--- src/rtl/imm_pkg.sv ---
// Shared constants for the pipelined immediate generator: one-hot type bit
// positions, the type-vector width, FIFO occupancy states and a parameter
// legality helper.
package imm_pkg;

  localparam int TYPE_W = 8;

  // Bit positions inside the one-hot instruction-type vector.
  localparam int TYPE_R     = 7;
  localparam int TYPE_I     = 6;
  localparam int TYPE_S     = 5;
  localparam int TYPE_B     = 4;
  localparam int TYPE_U     = 3;
  localparam int TYPE_J     = 2;
  localparam int TYPE_CSR   = 1;
  localparam int TYPE_SHAMT = 0;

  typedef enum logic [1:0] {
    OCC_EMPTY,
    OCC_PART,
    OCC_FULL
  } occ_e;

  function automatic bit xlen_legal(input int xlen);
    return (xlen == 32) || (xlen == 64);
  endfunction

endpackage

--- src/rtl/imm_extract.sv ---
// Combinational immediate extraction: decodes the one-hot type and produces
// the sign- or zero-extended immediate. Zero or multi-hot types give imm=0
// and raise illegal.
module imm_extract
  import imm_pkg::*;
#(
  parameter int XLEN = 32
) (
  input  logic [31:0]       inst,
  input  logic [TYPE_W-1:0] typ,
  output logic [XLEN-1:0]   imm,
  output logic              illegal
);

  // Opcode bits never contribute to any immediate.
  logic unused_opcode;
  assign unused_opcode = ^inst[6:0];

  // A 32-bit signed value widened to XLEN; the size cast of a signed
  // operand replicates the sign bit, so the same code serves XLEN=32 and 64.
  function automatic logic [XLEN-1:0] sext32(input logic [31:0] v);
    return XLEN'($signed(v));
  endfunction

  // Select the immediate format named by the single set type bit.
  always_comb begin
    // NOTE: defaults first so every path assigns every output and no latch is inferred.
    imm     = '0;
    illegal = !$onehot(typ);
    if (!illegal) begin
      if (typ[TYPE_I])
        imm = sext32({{20{inst[31]}}, inst[31:20]});
      else if (typ[TYPE_S])
        imm = sext32({{20{inst[31]}}, inst[31:25], inst[11:7]});
      else if (typ[TYPE_B])
        imm = sext32({{19{inst[31]}}, inst[31], inst[7], inst[30:25], inst[11:8], 1'b0});
      else if (typ[TYPE_U])
        imm = sext32({inst[31:12], 12'b0});
      else if (typ[TYPE_J])
        imm = sext32({{11{inst[31]}}, inst[31], inst[19:12], inst[20], inst[30:21], 1'b0});
      else if (typ[TYPE_CSR])
        imm = XLEN'(inst[19:15]);
      else if (typ[TYPE_SHAMT])
        imm = (XLEN == 64) ? XLEN'(inst[25:20]) : XLEN'(inst[24:20]);
      // R-type keeps the zero default.
    end
  end

endmodule

--- src/rtl/imm_gen_pipe.sv ---
// Pipelined immediate generator: extracts the immediate, adds it to the pc
// for a branch/jump target and queues {imm, target, illegal} in a small FIFO
// so decode stalls do not back up fetch. Outputs come only from FIFO storage.
module imm_gen_pipe
  import imm_pkg::*;
#(
  parameter int XLEN   = 32,
  parameter int DEPTH  = 2,
  parameter int TYPE_W = 8
) (
  input  logic              clk,
  input  logic              rst_n,
  input  logic              flush,
  input  logic              in_valid,
  output logic              in_ready,
  input  logic [31:0]       in_inst,
  input  logic [TYPE_W-1:0] in_type,
  input  logic [XLEN-1:0]   in_pc,
  output logic              out_valid,
  input  logic              out_ready,
  output logic [XLEN-1:0]   out_imm,
  output logic [XLEN-1:0]   out_target,
  output logic              out_illegal
);

  localparam int PTR_W = (DEPTH > 1) ? $clog2(DEPTH) : 1;
  localparam int CNT_W = $clog2(DEPTH + 1);

  if (!xlen_legal(XLEN) || (DEPTH < 2) || ((DEPTH & (DEPTH - 1)) != 0) ||
      (TYPE_W != imm_pkg::TYPE_W)) begin : g_bad_params
    $fatal(1, "imm_gen_pipe: illegal XLEN/DEPTH/TYPE_W");
  end

  typedef struct packed {
    logic [XLEN-1:0] imm;
    logic [XLEN-1:0] target;
    logic            illegal;
  } entry_t;

  logic [XLEN-1:0]  ext_imm;
  logic             ext_illegal;
  entry_t           wr_entry;
  entry_t           head;
  entry_t           mem [DEPTH];
  logic [PTR_W-1:0] wr_ptr;
  logic [PTR_W-1:0] rd_ptr;
  logic [CNT_W-1:0] count;
  occ_e             occ;
  logic             push;
  logic             pop;

  imm_extract #(.XLEN(XLEN)) u_extract (
    .inst    (in_inst),
    .typ     (in_type),
    .imm     (ext_imm),
    .illegal (ext_illegal)
  );

  // Illegal types extract imm=0, so the target falls back to the pc itself.
  assign wr_entry = '{imm: ext_imm, target: in_pc + ext_imm, illegal: ext_illegal};

  // Classify occupancy from the entry count.
  always_comb begin
    occ = OCC_PART;
    if (count == '0)
      occ = OCC_EMPTY;
    else if (count == CNT_W'(DEPTH))
      occ = OCC_FULL;
  end

  assign in_ready  = (occ != OCC_FULL);
  assign out_valid = (occ != OCC_EMPTY);
  assign push      = in_valid && in_ready && !flush;
  assign pop       = out_valid && out_ready && !flush;

  // Pointer and count update; flush wins over any same-cycle push or pop.
  always_ff @(posedge clk or negedge rst_n) begin
    if (!rst_n) begin
      wr_ptr <= '0;
      rd_ptr <= '0;
      count  <= '0;
    end else if (flush) begin
      wr_ptr <= '0;
      rd_ptr <= '0;
      count  <= '0;
    end else begin
      if (push) wr_ptr <= wr_ptr + PTR_W'(1);
      if (pop)  rd_ptr <= rd_ptr + PTR_W'(1);
      case ({push, pop})
        2'b10:   count <= count + CNT_W'(1);
        2'b01:   count <= count - CNT_W'(1);
        default: count <= count;
      endcase
    end
  end

  // Entry storage write.
  // NOTE: storage has no reset; stale contents are never observable because outputs are masked while empty.
  always_ff @(posedge clk) begin
    if (push) mem[wr_ptr] <= wr_entry;
  end

  assign head        = mem[rd_ptr];
  assign out_imm     = out_valid ? head.imm     : '0;
  assign out_target  = out_valid ? head.target  : '0;
  assign out_illegal = out_valid ? head.illegal : 1'b0;

endmodule

--- config.mk ---
export PLATFORM = sky130hd
export DESIGN_NAME = imm_gen_pipe
export DESIGN_NICKNAME = d
export VERILOG_FILES = /design/src/rtl/imm_pkg.sv /design/src/rtl/imm_extract.sv /design/src/rtl/imm_gen_pipe.sv
export SDC_FILE = /design/constraint.sdc
export NUM_CORES = 1
export LEC_CHECK = 0
export CORE_ASPECT_RATIO = 1.4
export CORE_MARGIN = 2
export CORE_UTILIZATION = 40
export CTS_CLUSTER_SIZE = 25
export DETAILED_ROUTE_END_ITERATION = 8
export PLACE_DENSITY = 0.76
export SETUP_SLACK_MARGIN = 0.02
export SLEW_MARGIN = 10
export SYNTH_ARGS = -nofsm -noshare
export SYNTH_HDL_FRONTEND = slang
export SYNTH_HIERARCHICAL = 1
export SYNTH_SLANG_ARGS = --single-unit
export TNS_END_PERCENT = 1
--- constraint.sdc ---
create_clock -name clk -period 19 [get_ports clk]
set_input_delay 2.85 -clock clk [delete_from_list [all_inputs] [get_ports clk]]
set_output_delay 2.85 -clock clk [all_outputs]
set_load 0.02 [all_outputs]
==> out/results.ini, run 1 <==
[setup_path]
reg2reg_from = count[0]$_DFFE_PN0P_
r2r_slack_ps = 16930
reg2reg_depth = 4
cp_data_required_time_ps = 19140
rr_endpoint = mem[1][50]$_DFFE_PP_
crit_path_end_kind = flip-flop
critical_path_class = in -> reg
crit_path_start_kind = primary input
critical_path.max_fanout = 18
cp.arrival_ps = 9360

[synthesis]
synth-edff-count = 130
synthMuxAreaShare = 0.08446
yosysWarnings = 6
synth_top_area_frac = 0.5067
async_flop_share = 0.02985
ys.flop_type = edfxtp_1
yosys.area_share.adder = 0.07471
syn_area_um2 = 7704
synth_nets = 800
synth_top_family_by_area = compound AO/OA/AOI/OAI gates
synth_compound_area_frac = 0.1286
synth_simple_gate_area_frac = 0.1255
yosys.area.top_type = edfxtp_1
ys_seq_area_frac = 0.5197
synth_area_leaders = edfxtp_1, mux2i_1, ha_1
avgSynthCellArea_um2 = 11.33
synth_cell_type_count = 67
synth-seq-cells = 134
synth_xor_area_frac = 0.03638
netlist_instances = 680

[sta]
hold_viol = 0
slew_headroom = 0.3253
min_period_ps = 9216
rsz0062_at_grt = no
fmax_mhz = 108.5
skew_ps = 13.85
setup_tns_ps = 0
worstMarginPinSlew_ps = 1005
finalMaxSlewViolations = 0
setup_viol = 0
fin_crit_sh = 0.4851

[pwr]
intPower_mw = 0.6740
clkPwrFrac = 0.336
p_sw_frac = 0.3104
p_per_area_nw_per_um2 = 99.12
p_leak_nw = 3.527
power.switching_mw = 0.3034
power_frac_comb = 0.280
seqPwrFrac = 0.384
vdd_drop_max_v = 0.00005708

[routing]
totalWireLength_mm = 19.36
routedWlPerCell_um = 18.21
drt_iter0_markers = 327
drc = 0
vias = 5751
viasPerCell = 5.410
ant_nets = 0
firstDrtPassIters = 5

[finish]
fillCellCount = 1679
seqCellArea_um2 = 4008
drive_gt1_frac = 0.06626
area_delta_synth_final_pct = 28.00
final_cells = 1063
utilization = 0.5171
multi_input_area_um2 = 3482
layout.nets = 922
antenna_cells = 0

[placement]
portBuffers = 136
place_inst = 1031
hpwl_mm = 14.18
place_congestion = 0.8636

[global_route]
grt_first_pass_wirelength_mm = 29.79
antenna_found_initial = 0
gr-total-overflow = 0
grtUsageTotal = 0.1915
grt_pass1_vias = 5614
grt_max_degree = 68

[floorplan]
die_w_um = 121.3
rows = 60
die_y_um = 168.2
core_um2 = 19070
ios = 144
die_area_um2 = 20400
initial_core_util = 0.4040

[cts]
clockRootBuffer = clkbuf_16
cts_buffer_depth = 2
clk-insertion-delay-late_ps = 420
cts_tree = done
htree_num_levels = 4
post_cts_resized = 0
post-cts-setup-buffers = 0
clk_pin_slew_ps = 60
postCtsHoldBufs = 0
cts_made_buffers = 17
clock-sinks = 134

[min_path]
hp-class = reg -> reg
hold_end = wr_ptr$_DFFE_PN0P_
hold_depth = 2
min_from = wr_ptr$_DFFE_PN0P_

[job]
max-cap-violations = 0

[outcome]
status = complete, no violations

-- cell families after synthesis --
| logic type | after synthesis |
|---|---|
| XOR/XNOR | 32 |
| flip-flops | 134 |
| AND/OR/NAND/NOR | 203 |
| multiplexers | 65 |
| AO/OA/AOI/OAI | 145 |
| buffers and inverters | 58 |
| adder cells (fa/ha/maj) | 43 |
-- worst max path at each step --
stage,from,to,depth (start not counted)
final,in_type[3],mem[1][19]$_DFFE_PP_,20
after global routing,in_type[3],mem[0][17]$_DFFE_PP_,20
after CTS,in_type[3],mem[1][19]$_DFFE_PP_,20
after detailed placement,in_type[3],mem[0][19]$_DFFE_PP_,20
after global placement,in_type[3],mem[0][19]$_DFFE_PP_,20
after floorplan,in_valid,mem[1][0]$_DFFE_PP_,2
-- cell usage after synthesis (3+ instances only) --
cell      count
fa_1          5
o21ai_0      30
a211oi_1      4
and2_1       15
edfxtp_1    130
nor2b_1       5
and3_1        5
xor2_1       13
and3b_1       3
nor3_1        6
inv_1        21
a31oi_1       3
a21o_1       12
mux2i_1      65
xnor2_1      19
o21a_1        3
ha_1         38
nand3_1      21
nand4_1       8
clkbuf_1     28
a41oi_1       5
o21bai_1      3
o211ai_1      5
buf_2         4
a21oi_1      48
nor2_1       99
nand2_1      26
dfrtp_1       4
nor3b_1       4
-- per-stage QoR --
| stage | total power, mW | setup WS [ps] | area [um^2] | hold slack [ps] |
|---|---|---|---|---|
| 6_report | 0.9774 | 9784 | 9861 | 589.0 |
| 5_1_grt | 1.021 | 9510 | 9861 | 641.3 |
| 4_1_cts | 0.9817 | 9807 | 9861 | 592.0 |
| 3_5_place_dp | 0.6532 | 9422 | 9270 | 577.7 |
| 3_3_place_gp | 0.6469 | 9575 | 9270 | 551.1 |
| 2_1_floorplan | 0.5590 | 10690 | 7704 | 519.3 |
-- power by group through the flow --
stage | logic [mW] | clock network [mW] | registers [mW]
2_1_floorplan | 0.180 | 0 | 0.379
4_1_cts | 0.273 | 0.333 | 0.375
3_5_place_dp | 0.272 | 0 | 0.381
3_3_place_gp | 0.267 | 0 | 0.380
5_1_grt | 0.297 | 0.347 | 0.377
6_report | 0.274 | 0.329 | 0.375
-- worst max-delay path, stage by stage --
cell             delay [ps]
clkdlybuf4s50_1         700
fa_1                    630
inv_1                    60
fa_1                    460
inv_1                    60
ha_1                    210
inv_1                    70
fa_1                    420
and2_1                  190
o21ai_1                 780
a211oi_1                310
ha_1                    340
fa_1                    420
a21o_1                  220
a221oi_2                400
o211ai_2                270
a31o_1                  320
a31oi_1                 300
o21ai_0                 150
xor2_1                  190
-- area by class of cell --
class / count / area share
Clock buffer: 17 / 0.04314
Clock inverter: 15 / 0.01675
Inverter: 21 / 0.007994
Multi-Input combinational cell: 488 / 0.3531
Sequential cell: 134 / 0.4064
Tap cell: 248 / 0.03147
Timing Repair Buffer: 140 / 0.1411
-- registers in the layout, summed over array words and instances (netlist names) --
signal / count
rd_ptr: 1
mem: 130
count: 2
wr_ptr: 1
-- layer usage --
layer,track usage,share of wire
met1,0.2312,0.41
met2,0.3388,0.52
met3,0.03184,0.047
met4,0.07346,0.030
met5,0,0
-- placed cells by master, fill, tap and decap left out, types with 7 or more instances in the layout --
cell,n
clkdlybuf4s50_1,136
edfxtp_1,130
nor2_1,98
mux2i_1,65
a21oi_1,48
ha_1,38
o21ai_0,30
nand2_1,26
nand3_1,21
inv_1,21
xnor2_1,19
clkbuf_16,17
and2_1,15
xor2_1,13
a21o_1,12
nand4_1,8
inv_6,7
Power figures use the tool's default switching activity.
==> run 2: changes to the inputs <==
==> constraint.sdc (replaced) <==
create_clock -name clk -period 9.59 [get_ports clk]
set_input_delay 1.4385 -clock clk [delete_from_list [all_inputs] [get_ports clk]]
set_output_delay 1.4385 -clock clk [all_outputs]
set_load 0.02 [all_outputs]
==> out/results.ini, run 2 (synthesis results as in run 1) <==
[placement]
portBuffers = 136
place_congestion = 0.8854
hpwl_mm = 14.49

[cts]
cts_made_buffers = 17
cts_buffer_depth = 2
post_cts_resized = 0
post-cts-setup-buffers = 0
clock-sinks = 134
postCtsHoldBufs = 0
clk_pin_slew_ps = 60
cts_tree = done
clockRootBuffer = clkbuf_16
htree_num_levels = 4
clk-insertion-delay-late_ps = 410

[setup_path]
crit_path_end_kind = flip-flop
critical_path.max_fanout = 18
cp_data_required_time_ps = 9730
critical_path_class = in -> reg
cp.arrival_ps = 7850
crit_path_start_kind = primary input

[sta]
setup_viol = 0
setup_tns_ps = 0
slew_headroom = 0.3627
rsz0062_at_grt = no
worstMarginPinSlew_ps = 949.6
fin_crit_sh = 0.8040
hold_viol = 0
skew_ps = 5.749
min_period_ps = 7710
fmax_mhz = 129.7
finalMaxSlewViolations = 0
hold_ws_ps = 611.1

[floorplan]
die_w_um = 121.3
die_y_um = 168.2
rows = 60
core_um2 = 19070
initial_core_util = 0.4040
ios = 144
die_area_um2 = 20400

[routing]
firstDrtPassIters = 4
drt_iter0_markers = 359
viasPerCell = 5.442
ant_nets = 0
routedWlPerCell_um = 18.45
totalWireLength_mm = 19.62
drc = 0
vias = 5785

[finish]
area_delta_synth_final_pct = 28.49
multi_input_area_um2 = 3482
largest_register = mem
antenna_cells = 0
layout_commonest_cell = clkdlybuf4s50_1
seqCellArea_um2 = 4008
layout.nets = 922
largest_register_ffs = 130
fillCellCount = 1687
drive_gt1_frac = 0.06503
reg_top3 = mem x130, count x2
final_cell_mix = clkdlybuf4s50_1, edfxtp_1, nor2_1

[pwr]
p_leak_nw = 3.537
p_per_area_nw_per_um2 = 199.5
vdd_drop_max_v = 0.0001115

[job]
max-cap-violations = 0

[global_route]
grt_max_degree = 66
grtUsageTotal = 0.1910
grt_pass1_vias = 5655
gr-total-overflow = 0
antenna_found_initial = 0
grt_first_pass_wirelength_mm = 29.81

[outcome]
status = complete, no violations

[min_path]
hp-class = reg -> reg

## run 2: worst paths after layout
| kind | slack, ps | from | depth (start not counted) | end |
|---|---|---|---|---|
| worst max-delay path | 1880 | in_type[3] | 20 | mem[1][19]$_DFFE_PP_ |
| worst min-delay path | 610 | wr_ptr$_DFFE_PN0P_ | 2 | wr_ptr$_DFFE_PN0P_ |
| worst max register to register | 7470 | count[0]$_DFFE_PN0P_ | 4 | mem[1][55]$_DFFE_PP_ |
| worst min register to register | 610 | wr_ptr$_DFFE_PN0P_ | 2 | wr_ptr$_DFFE_PN0P_ |
| max in group asynchronous | 8150 | rst_n | 1 | rd_ptr$_DFFE_PN0P_ |
| min in group asynchronous | 1240 | rst_n | 1 | count[0]$_DFFE_PN0P_ |
## run 2: worst max-delay path: stages
cell and delay, ps:
clkdlybuf4s50_1 700, fa_1 620, inv_1 60, fa_1 460
inv_1 60, ha_1 210, inv_1 70, fa_1 420
and2_1 190, o21ai_1 740, a211oi_1 310, ha_1 340
fa_1 410, a21o_1 220, a221oi_2 370, o211ai_2 250
a31o_1 310, a31oi_1 310, o21ai_0 160, xor2_1 180
## run 2: routing by layer
metal | track usage | up-vias | wire length (um)
met5 | 0 | - | 0
met4 | 0.08096 | 0 | 664
met3 | 0.03083 | 34 | 814
met2 | 0.3390 | 176 | 10160
met1 | 0.2268 | 2812 | 7974
li1 | - | 2763 | -
## run 2: per-stage QoR
stage | utilization | total power, mW | setup slack [ps] | instance area [um^2] | cells
floorplan | - | 1.108 | 2696 | 7704 | 680
global placement | 0.4862 | 1.282 | 1583 | 9270 | 1031
detailed placement | 0.4862 | 1.295 | 1500 | 9270 | 1031
CTS | 0.5191 | 1.986 | 1912 | 9898 | 1063
global route | 0.5191 | 2.062 | 1547 | 9898 | 1063
finish | 0.5191 | 1.975 | 1880 | 9898 | 1063
## run 2: final cells by class
type	count	share of cell area
clock buffers	18	0.04336
clock inverters	14	0.02010
inverters	21	0.007964
multi-input cells	488	0.3518
flip-flops and latches	134	0.4049
well taps	248	0.03135
repair buffers	140	0.1406
## run 2: power by group
group,switching [mW],internal (mW)
combinational,0.326,0.218
clock,0.251,0.438
sequential,0.0140,0.729
==> run 3: changes to the inputs <==
==> constraint.sdc (replaced) <==
create_clock -name clk -period 7.6 [get_ports clk]
set_input_delay 1.14 -clock clk [delete_from_list [all_inputs] [get_ports clk]]
set_output_delay 1.14 -clock clk [all_outputs]
set_load 0.02 [all_outputs]
==> out/results.ini, run 3 (synthesis results as in run 1) <==
[cts]
clk-insertion-delay-late_ps = 410
cts_tree = done
clock-sinks = 134
htree_num_levels = 4
clockRootBuffer = clkbuf_16
postCtsHoldBufs = 0
cts_buffer_depth = 2
post-cts-setup-buffers = 0
clk_pin_slew_ps = 60
cts_made_buffers = 17
post_cts_resized = 0

[routing]
routedWlPerCell_um = 18.14
drc = 0
drt_iter0_markers = 319
firstDrtPassIters = 5
ant_nets = 0
vias = 5710
viasPerCell = 5.341
totalWireLength_mm = 19.39

[placement]
pre_cts_ws_ps = 375.7
hpwl_mm = 14.52
portBuffers = 136
place_congestion = 0.8816

[setup_path]
cpMaxStageDelayCell = o311ai_0
r2r_slack_ps = 5510
crit_path_end_kind = flip-flop
rr_endpoint = mem[1][46]$_DFFE_PP_
critical_path_class = in -> reg
cp.arrival_ps = 7040
crit_path_cell_trace = clkdlybuf4s50_1 > fa_1 > inv_1 > fa_1 > inv_1 > ha_1 > inv_1 > fa_1 > a2111oi_4 > o21ai_1 > a41oi_1 > ha_1 > a21o_1 > and4_1 > o21ai_0 > a21oi_1 > o311ai_0 > a32oi_1 > xnor2_1
crit_path_start_kind = primary input
reg2reg_from = count[0]$_DFFE_PN0P_
reg2reg_depth = 4
critical_path.max_fanout = 6
cp_data_required_time_ps = 7750
slowest_delay_ps = 580

[sta]
finalMaxSlewViolations = 0
setup_tns_ps = 0
fmax_mhz = 145.1
min_period_ps = 6891
slew_headroom = 0.3932
fin_crit_sh = 0.9066
setup_viol = 0
hold_viol = 0
worstMarginPinSlew_ps = 910.2
hold_ws_ps = 592.3
skew_ps = 6.238
fin_ws_ps = 709.5
rsz0062_at_grt = no

[global_route]
antenna_found_initial = 0
grt_max_degree = 66
gr-total-overflow = 0
grtUsageTotal = 0.1889
grt_pass1_vias = 5659
grt_first_pass_wirelength_mm = 29.42

[finish]
multi_input_area_um2 = 3482
seqCellArea_um2 = 4008
drive_gt1_frac = 0.07308
utilization = 0.5177
final_cell_mix = clkdlybuf4s50_1, edfxtp_1, nor2_1
largest_register_ffs = 130
fillCellCount = 1695
reg_top3 = mem x130, count x2
layout_commonest_cell = clkdlybuf4s50_1
area_delta_synth_final_pct = 28.15
antenna_cells = 0
largest_register = mem
layout.nets = 928

[floorplan]
core_um2 = 19070
die_area_um2 = 20400
die_y_um = 168.2
die_w_um = 121.3
rows = 60
initial_core_util = 0.4040
ios = 144

[pwr]
p_leak_nw = 3.533
p_per_area_nw_per_um2 = 242.5
vdd_drop_max_v = 0.0001547

[min_path]
hp-class = reg -> reg
hold_depth = 2
min_from = wr_ptr$_DFFE_PN0P_
hold_end = wr_ptr$_DFFE_PN0P_

[outcome]
status = complete, no violations

[job]
max-cap-violations = 0

-- run 3: critical path: cells and delay by family --
kind,cells,cell delay (ps)
AO/OA/AOI/OAI,8,2810
XOR/XNOR,1,200
adder cells (fa/ha/maj),5,1970
buffers and inverters,4,680
AND/OR/NAND/NOR,1,230
-- run 3: worst max-delay path by stage --
stage                          start  slack [ps]                   end
after CTS                 in_type[1]         810  mem[0][32]$_DFFE_PP_
after floorplan             in_valid        1000   mem[1][0]$_DFFE_PP_
after detailed placement  in_type[1]         380  mem[0][32]$_DFFE_PP_
after global routing      in_type[1]         570  mem[0][32]$_DFFE_PP_
after global placement    in_type[1]         560  mem[0][32]$_DFFE_PP_
final                     in_type[1]         710  mem[1][32]$_DFFE_PP_
-- run 3: stage by stage --
step | cells | cell area [um^2] | total power, mW
floorplan | 680 | 7704 | 1.398
global placement | 1037 | 9315 | 1.626
detailed placement | 1037 | 9315 | 1.641
CTS | 1069 | 9872 | 2.410
global route | 1069 | 9872 | 2.503
finish | 1069 | 9872 | 2.394
-- run 3: cell type report --
type	instances	area share
clock buffers	18	0.04347
clock inverters	14	0.01293
inverters	21	0.007985
multi-input cells	488	0.3527
flip-flops and latches	134	0.4060
well taps	248	0.03143
repair buffers	146	0.1455
-- run 3: where the power goes --
group / internal (mW) / switching [mW]
Sequential: 0.919 / 0.0168
Combinational: 0.281 / 0.411
Clock: 0.452 / 0.314
-- run 3: per-layer routing --
metal,up-vias,wire length [um],global-route usage
met2,165,10120,0.3405
met3,22,818,0.02744
li1,2776,-,-
met4,0,401,0.06447
met5,-,0,0
met1,2747,8052,0.2284
